**src/rtl/pe_sched.sv**
```systemverilog
// pe_sched: two-requester round-robin issue scheduler for a fixed-latency PE,
// with credit-limited issue, a matched tag pipeline for responses and a drain/halt FSM.
module pe_sched #(
    parameter  int unsigned PE_DELAY     = 10,
    parameter  int unsigned MAX_INFLIGHT = 8,
    localparam int unsigned CW           = $clog2(MAX_INFLIGHT + 1)
) (
    input  logic          clk,
    input  logic          rstn,
    input  logic          req0_valid,
    input  logic          req1_valid,
    output logic          req0_ready,
    output logic          req1_ready,
    input  logic [3:0]    req0_a,
    input  logic [3:0]    req0_b,
    input  logic [3:0]    req1_a,
    input  logic [3:0]    req1_b,
    output logic [3:0]    pe_in_1,
    output logic [3:0]    pe_in_2,
    input  logic [3:0]    pe_out_1,
    input  logic [3:0]    pe_out_2,
    output logic          rsp_valid,
    output logic          rsp_id,
    output logic [3:0]    rsp_r1,
    output logic [3:0]    rsp_r2,
    input  logic          drain,
    output logic          idle,
    output logic [CW-1:0] inflight
);

    typedef enum logic [1:0] {ST_RUN, ST_DRAIN, ST_HALT} state_e;

    state_e          state_q, state_d;
    logic            last_q, last_d;
    logic [CW-1:0]   inflight_q, inflight_d;
    logic [3:0]      pe_in_1_q, pe_in_1_d, pe_in_2_q, pe_in_2_d;
    logic [PE_DELAY:0] tag_v_q, tag_v_d, tag_id_q, tag_id_d;
    logic            rsp_valid_q, rsp_valid_d, rsp_id_q, rsp_id_d;
    logic [3:0]      rsp_r1_q, rsp_r1_d, rsp_r2_q, rsp_r2_d;

    logic issue_ok, gnt0, gnt1, accept, rsp_done;

    // Grant selection and combinational ready; drain and reset gate issue immediately
    always_comb begin
        issue_ok   = (state_q == ST_RUN) && !drain && !rstn &&
                     (inflight_q < CW'(MAX_INFLIGHT));
        gnt1       = req1_valid && (!req0_valid || !last_q);
        gnt0       = req0_valid && !gnt1;
        req0_ready = issue_ok && gnt0;
        req1_ready = issue_ok && gnt1;
        accept     = (req0_valid && req0_ready) || (req1_valid && req1_ready);
        rsp_done   = tag_v_q[PE_DELAY];
    end

    // Next-state: FSM, pointer, credit counter, PE drive, tag shift and response capture
    always_comb begin
        state_d     = state_q;
        last_d      = last_q;
        inflight_d  = inflight_q;
        pe_in_1_d   = 4'(0);
        pe_in_2_d   = 4'(0);
        tag_v_d     = '0;
        tag_id_d    = '0;
        rsp_valid_d = rsp_done;
        rsp_id_d    = 1'b0;
        rsp_r1_d    = 4'(0);
        rsp_r2_d    = 4'(0);

        unique case (state_q)
            ST_RUN:   if (drain) state_d = ST_DRAIN;
            ST_DRAIN: if (inflight_q == CW'(0)) state_d = ST_HALT;
            ST_HALT:  if (!drain) state_d = ST_RUN;
            default:  state_d = ST_RUN;
        endcase

        if (accept) begin
            last_d    = gnt1;
            pe_in_1_d = gnt1 ? req1_a : req0_a;
            pe_in_2_d = gnt1 ? req1_b : req0_b;
        end

        unique case ({accept, rsp_done})
            2'b10:   inflight_d = inflight_q + CW'(1);
            2'b01:   inflight_d = inflight_q - CW'(1);
            default: inflight_d = inflight_q;
        endcase

        tag_v_d[0]  = accept;
        tag_id_d[0] = gnt1;
        for (int i = 1; i <= int'(PE_DELAY); i++) begin
            tag_v_d[i]  = tag_v_q[i-1];
            tag_id_d[i] = tag_id_q[i-1];
        end

        if (rsp_done) begin
            rsp_id_d = tag_id_q[PE_DELAY];
            rsp_r1_d = pe_out_1;
            rsp_r2_d = pe_out_2;
        end
    end

    // State registers with synchronous active-high reset
    always_ff @(posedge clk) begin
        if (rstn) begin
            state_q     <= ST_RUN;
            last_q      <= 1'b1;
            inflight_q  <= '0;
            pe_in_1_q   <= '0;
            pe_in_2_q   <= '0;
            tag_v_q     <= '0;
            tag_id_q    <= '0;
            rsp_valid_q <= 1'b0;
            rsp_id_q    <= 1'b0;
            rsp_r1_q    <= '0;
            rsp_r2_q    <= '0;
        end else begin
            state_q     <= state_d;
            last_q      <= last_d;
            inflight_q  <= inflight_d;
            pe_in_1_q   <= pe_in_1_d;
            pe_in_2_q   <= pe_in_2_d;
            tag_v_q     <= tag_v_d;
            tag_id_q    <= tag_id_d;
            rsp_valid_q <= rsp_valid_d;
            rsp_id_q    <= rsp_id_d;
            rsp_r1_q    <= rsp_r1_d;
            rsp_r2_q    <= rsp_r2_d;
        end
    end

    // Output mapping from registers
    assign pe_in_1   = pe_in_1_q;
    assign pe_in_2   = pe_in_2_q;
    assign rsp_valid = rsp_valid_q;
    assign rsp_id    = rsp_id_q;
    assign rsp_r1    = rsp_r1_q;
    assign rsp_r2    = rsp_r2_q;
    assign inflight  = inflight_q;
    assign idle      = (state_q == ST_HALT);

endmodule

```
**config.mk**
```make
export PLATFORM = sky130hd
export DESIGN_NAME = pe_sched
export DESIGN_NICKNAME = d
export VERILOG_FILES = /design/src/rtl/pe_sched.sv
export SDC_FILE = /design/constraint.sdc
export NUM_CORES = 1
export LEC_CHECK = 0
export BUFFER_PORTS_ARGS = -buffer_cell sky130_fd_sc_hd__buf_2
export CORE_MARGIN = 4
export CORE_UTILIZATION = 30
export DETAILED_ROUTE_END_ITERATION = 8
export PLACE_DENSITY = 0.65
export SKIP_CTS_REPAIR_TIMING = 1
export SLEW_MARGIN = 10
export SYNTH_ARGS = -nofsm -noshare
export SYNTH_HDL_FRONTEND = slang
export SYNTH_SLANG_ARGS = --single-unit
```
**constraint.sdc**
```tcl
create_clock -name clk -period 2.43 [get_ports clk]
set_input_delay 0.243 -clock clk [delete_from_list [all_inputs] [get_ports clk]]
set_output_delay 0.243 -clock clk [all_outputs]
set_load 0.05 [all_outputs]
```
-- Word level (Yosys, flattened, before mapping)
Cells that the tools add are included.
- memories kept: 0
- output and inout port bits: 25
- bits of input ports: 29
- register bits after elaboration: 47
- bits in latches: 0
- bits in writable memories: 0
- memory bits (read-only): 0
- add/subtract/negate cells: 2
- divide/modulo/power cells: 0
- multiply operators: 0
- eq/ne operators: 7
- reduce and logical (&&, ||, !) cells: 22
- magnitude comparators: 1
- bitwise logic cells: 2
- shift-type cells: 0
- multiplexer cells: 7
- operator list (cell ; count):
    1-bit logical AND ; 9
    4-bit two-way mux ; 2
    4-bit one-hot mux with 2 select lines ; 1
    2-bit two-way mux ; 3
    2-bit inequality test (second input constant) ; 3
    2-bit one-hot mux with 3 select lines ; 1
    1-bit logical NOT ; 5
    4-bit by 1-bit adder with 4-bit output (second input constant) ; 1
    2-bit by 1-bit equality test with 1-bit output (second input constant) ; 2
    2-bit equality test (second input constant) ; 2
    4-bit logical NOT ; 1
    4-bit < comparator (second input constant) ; 1
    2-bit OR reduction ; 2
    4-bit by 1-bit subtractor with 4-bit output (second input constant) ; 1
    3-bit AND reduction ; 1
    2-bit logical NOT ; 1
    1-bit logical OR ; 2
    1-bit NOT ; 2
    2-bit nonzero test ; 1

-- Longest topological paths before layout
- word-level depth: 10
- gate-level depth with buffers: 12

-- Least setup slack after synthesis
Ideal clock, no wire load.
- kind: reg2reg
- from: register inflight_q[3] (netlist: inflight[3])
- to: register inflight_q[3] (netlist: inflight[3])
- setup slack: -213 ps
- required time: 2359 ps
- data arrival time: 2572 ps
- clock period less this slack: 2643 ps
- cell stages (with the launch flop): 12
- cells stage by stage: dfxtp_1 nor3_1 nand2_1 clkbuf_1 nor2_1 inv_1 ha_1 ha_1 a21oi_1 a21oi_1 or4_1 a21oi_1
- word-level cells in the longest chain between the ends: 7
- elaborated cells between the ends (all ways): 13
- those cells by class: add/sub: 2; order compare: 1; eq/ne: 2; mux: 1; reduce/logical: 7
- ends and longest elaborated chain (what ; RTL line ; RTL):
    start: declaration ; 35 ; logic [CW-1:0] inflight_q, inflight_d;
    start signal: assignment ; 119 ; inflight_q <= inflight_d;
    4-bit < comparator ; 46 ; (inflight_q < CW'(MAX_INFLIGHT));
    1-bit logical AND ; 45 ; issue_ok = (state_q == ST_RUN) && !drain && !rstn &&
    1-bit logical AND (on tied branches) ; 49, 50 ;
    1-bit logical AND ; 51 ; accept = (req0_valid && req0_ready) || (req1_valid && req1_ready);
    1-bit logical OR ; 51 ;
    2-bit by 1-bit equality test with 1-bit output or 2-bit equality test (tied branches) ; 82 ; unique case ({accept, rsp_done})
    4-bit one-hot mux with 2 select lines or 2-bit nonzero test (tied branches) ; - ;
Several ways; a longest one is shown, not always the timed one.
A chain may end at the register's enable or synchronous reset.

-- Worst setup path after layout
Ends and elaborated chain as after synthesis.

==> flow_summary.toml <==
[floorplanning]
start_util_pct = 31.74
fp.coreArea_mm2 = 0.004817
die_h_um = 79.39
dieArea_mm2 = 0.006303
rows = 25
ios = 54
die_x_um = 79.39

[critical_path]
required_ns = 2.64
critPathCaptureType = "flop"
slowest_delay_ns = 0.39
path_buf_inv = 1
crit_chain = "nor3_4 -> nand2_1 -> nor2_2 -> inv_1 -> ha_1 -> ha_4 -> nand3_1 -> and3_1 -> or4_1 -> a21oi_1"
worstPathMaxFanout = 5
crit_family = "simple AND/OR/NAND/NOR gates"
slowest_stage = "or4_1"
worstSetupStartpointType = "flop"
critPathKind = "reg -> reg"
cp_data_arrival_time_ns = 2.51

[yosys]
synth_area_leader_cell = "dfxtp_1"
async_reset_ff_share_pct = 0
yosysUniqueCellTypes = 21
synth_area_leaders = "dfxtp_1, nor2b_1, a21oi_1"
ys_ff_latch = 47
synth_flop_cell = "dfxtp_1"
yosys-top-cells-count = "dfxtp_1, nor2b_1, a21oi_1, nor2_1, nand2_1"
yosys_warnings = 0
synth_nets = 186
synth.most_common_cell = "dfxtp_1"
synth_edf_count = 0
syn_avg_cell_area_um2 = 9.993
synth.top_cell.area_share_pct = 61.54
synthesis.area_mm2 = 0.001529
ys_seq_area_share_pct = 61.54
synthCells = 153

[global_route]
grt_pass1_wl_um = 4436
grt_pass1_vias = 1032
overflow = 0
grt_max_degree = 30
grt_usage_pct = 8.922
antenna_found_initial = 0

[sta]
fmax_mhz = 434.0
finalHoldViolations = 0
skew_ns = 0.004955
hold_slack_ns = 0.1586
final-setup-viol-count = 0
maxSlewViolCount = 0
fin_crit_ns = 2.304
fin_crit_sh_pct = 94.81
relSlewSlack_pct = 68.35
tightest_slew_ns = 0.4737

[detailed_routing]
viasPerCell = 4.195
dr.pass1.iters = 4
drtIter0Drc = 62
route.detailed.wl_per_inst_um = 10.33
remaining_drc_errors = 0
ant_nets = 0
vias = 1162
routed_wl_um = 2861

[finish]
diodes = 0
fillers = 505
finish.utilization_pct = 41.30
nets = 242
area_growth_pct = 30.11
drive_above_1_share_pct = 31.90

[clocking]
cts_tree = "yes"
clk_root_buffer_cell = "clkbuf_8"
numCtsBuffers = 5
h-tree-depth = 2
clkLatencyLatePin_ns = 0.28
numClockSinks = 47
clk_path_buf_depth = 2
path_clk_slew_ns = 0.08

[pwr]
powerDensity_mw_per_mm2 = 679.9
peakVddDrop_mv = 0.2659
leakage_uw = 0.0008898
finalPower_uw = 1353

[place]
io_buffers = 53
place.gp.congestion = 0.7271
dpl.hpwl_um = 2027

[run_status]
status = "complete, no violations"

[hold_path]
hp-class = "in -> reg"

[job]
max_cap_violations = 0
stage by stage:
stage / area [um^2] / setup WS, ns / cells / TNS, ns
after floorplan: 1541 / 0.0002987 / 153 / 0
after global placement: 1883 / 0.1650 / 269 / 0
after detailed placement: 1883 / 0.09325 / 269 / 0
after CTS: 1964 / 0.05275 / 277 / 0
after global routing: 1989 / -0.05373 / 277 / -0.05373
final: 1989 / 0.1261 / 277 / 0
routing by layer:
metal	share of wire (%)	global-route usage, %
met3	10	3.837
met1	46	11.50
met2	43	13.55
met5	0	0
met4	0.66	2.577
logic make-up after synthesis:
family          share of synthesized area, %
simple gates                           24.80
flops                                  61.54
compound gates                         5.810
buf+inv                                2.946
fa+ha+maj                              3.765
xor+xnor                               1.146
area by class of cell:
| class | instances | area, um^2 | share of cell area [%] |
|---|---|---|---|
| clock inverters | 1 | 5.005 | 0.2516 |
| flip-flops and latches | 47 | 944.7 | 47.48 |
| repair buffers | 56 | 287.8 | 14.47 |
| clock buffers | 7 | 76.32 | 3.836 |
| multi-input cells | 94 | 573.1 | 28.81 |
| inverters | 5 | 18.77 | 0.9434 |
| well taps | 67 | 83.83 | 4.214 |
state kept, by name, summed over array words and instances, names as in the netlist:
signal and cells:
pe_in_1 4, tag_id_q 11, state_q 2, rsp_id 1, tag_v_q 11, rsp_r1 4, rsp_r2 4, inflight 4
last_q 1, pe_in_2 4, rsp_valid 1
where the power goes:
group | internal, uW | switching [uW] | total, uW | leakage, uW
clock network | 202 | 229 | 431 | 0.0000422
logic | 44.8 | 84.0 | 129 | 0.000466
registers | 784 | 8.64 | 793 | 0.000381
worst paths after layout:
check | depth (start not counted) | from | to | slack [ns]
setup / recovery | 10 | inflight[3] | inflight[3] | 0.13
hold / removal | 2 | pe_out_2[1] | rsp_r2[1] | 0.16
setup reg to reg | 10 | inflight[3] | inflight[3] | 0.13
hold reg to reg | 1 | tag_id_q[10] | rsp_id | 0.43
worst register-to-register path, cell delays in order, from the launching register on:
cell     delay, ns
dfxtp_4       0.37
nor3_4        0.19
nand2_1       0.11
nor2_2        0.13
inv_1         0.05
ha_1          0.23
ha_4          0.30
nand3_1       0.10
and3_1        0.20
or4_1         0.39
a21oi_1       0.16
cell usage in the layout, fill, tap and decap left out, types with 2 or more instances in the layout:
cell type / count
nor2_1: 12
clkbuf_1: 2
and2_1: 10
dfxtp_1: 46
ha_1: 2
xor2_1: 2
clkbuf_8: 5
inv_1: 5
buf_4: 3
nand2_1: 11
nor2b_1: 21
nor4_1: 2
buf_2: 53
nand3_1: 10
a21oi_1: 12
(Power assumes the default switching activity.)
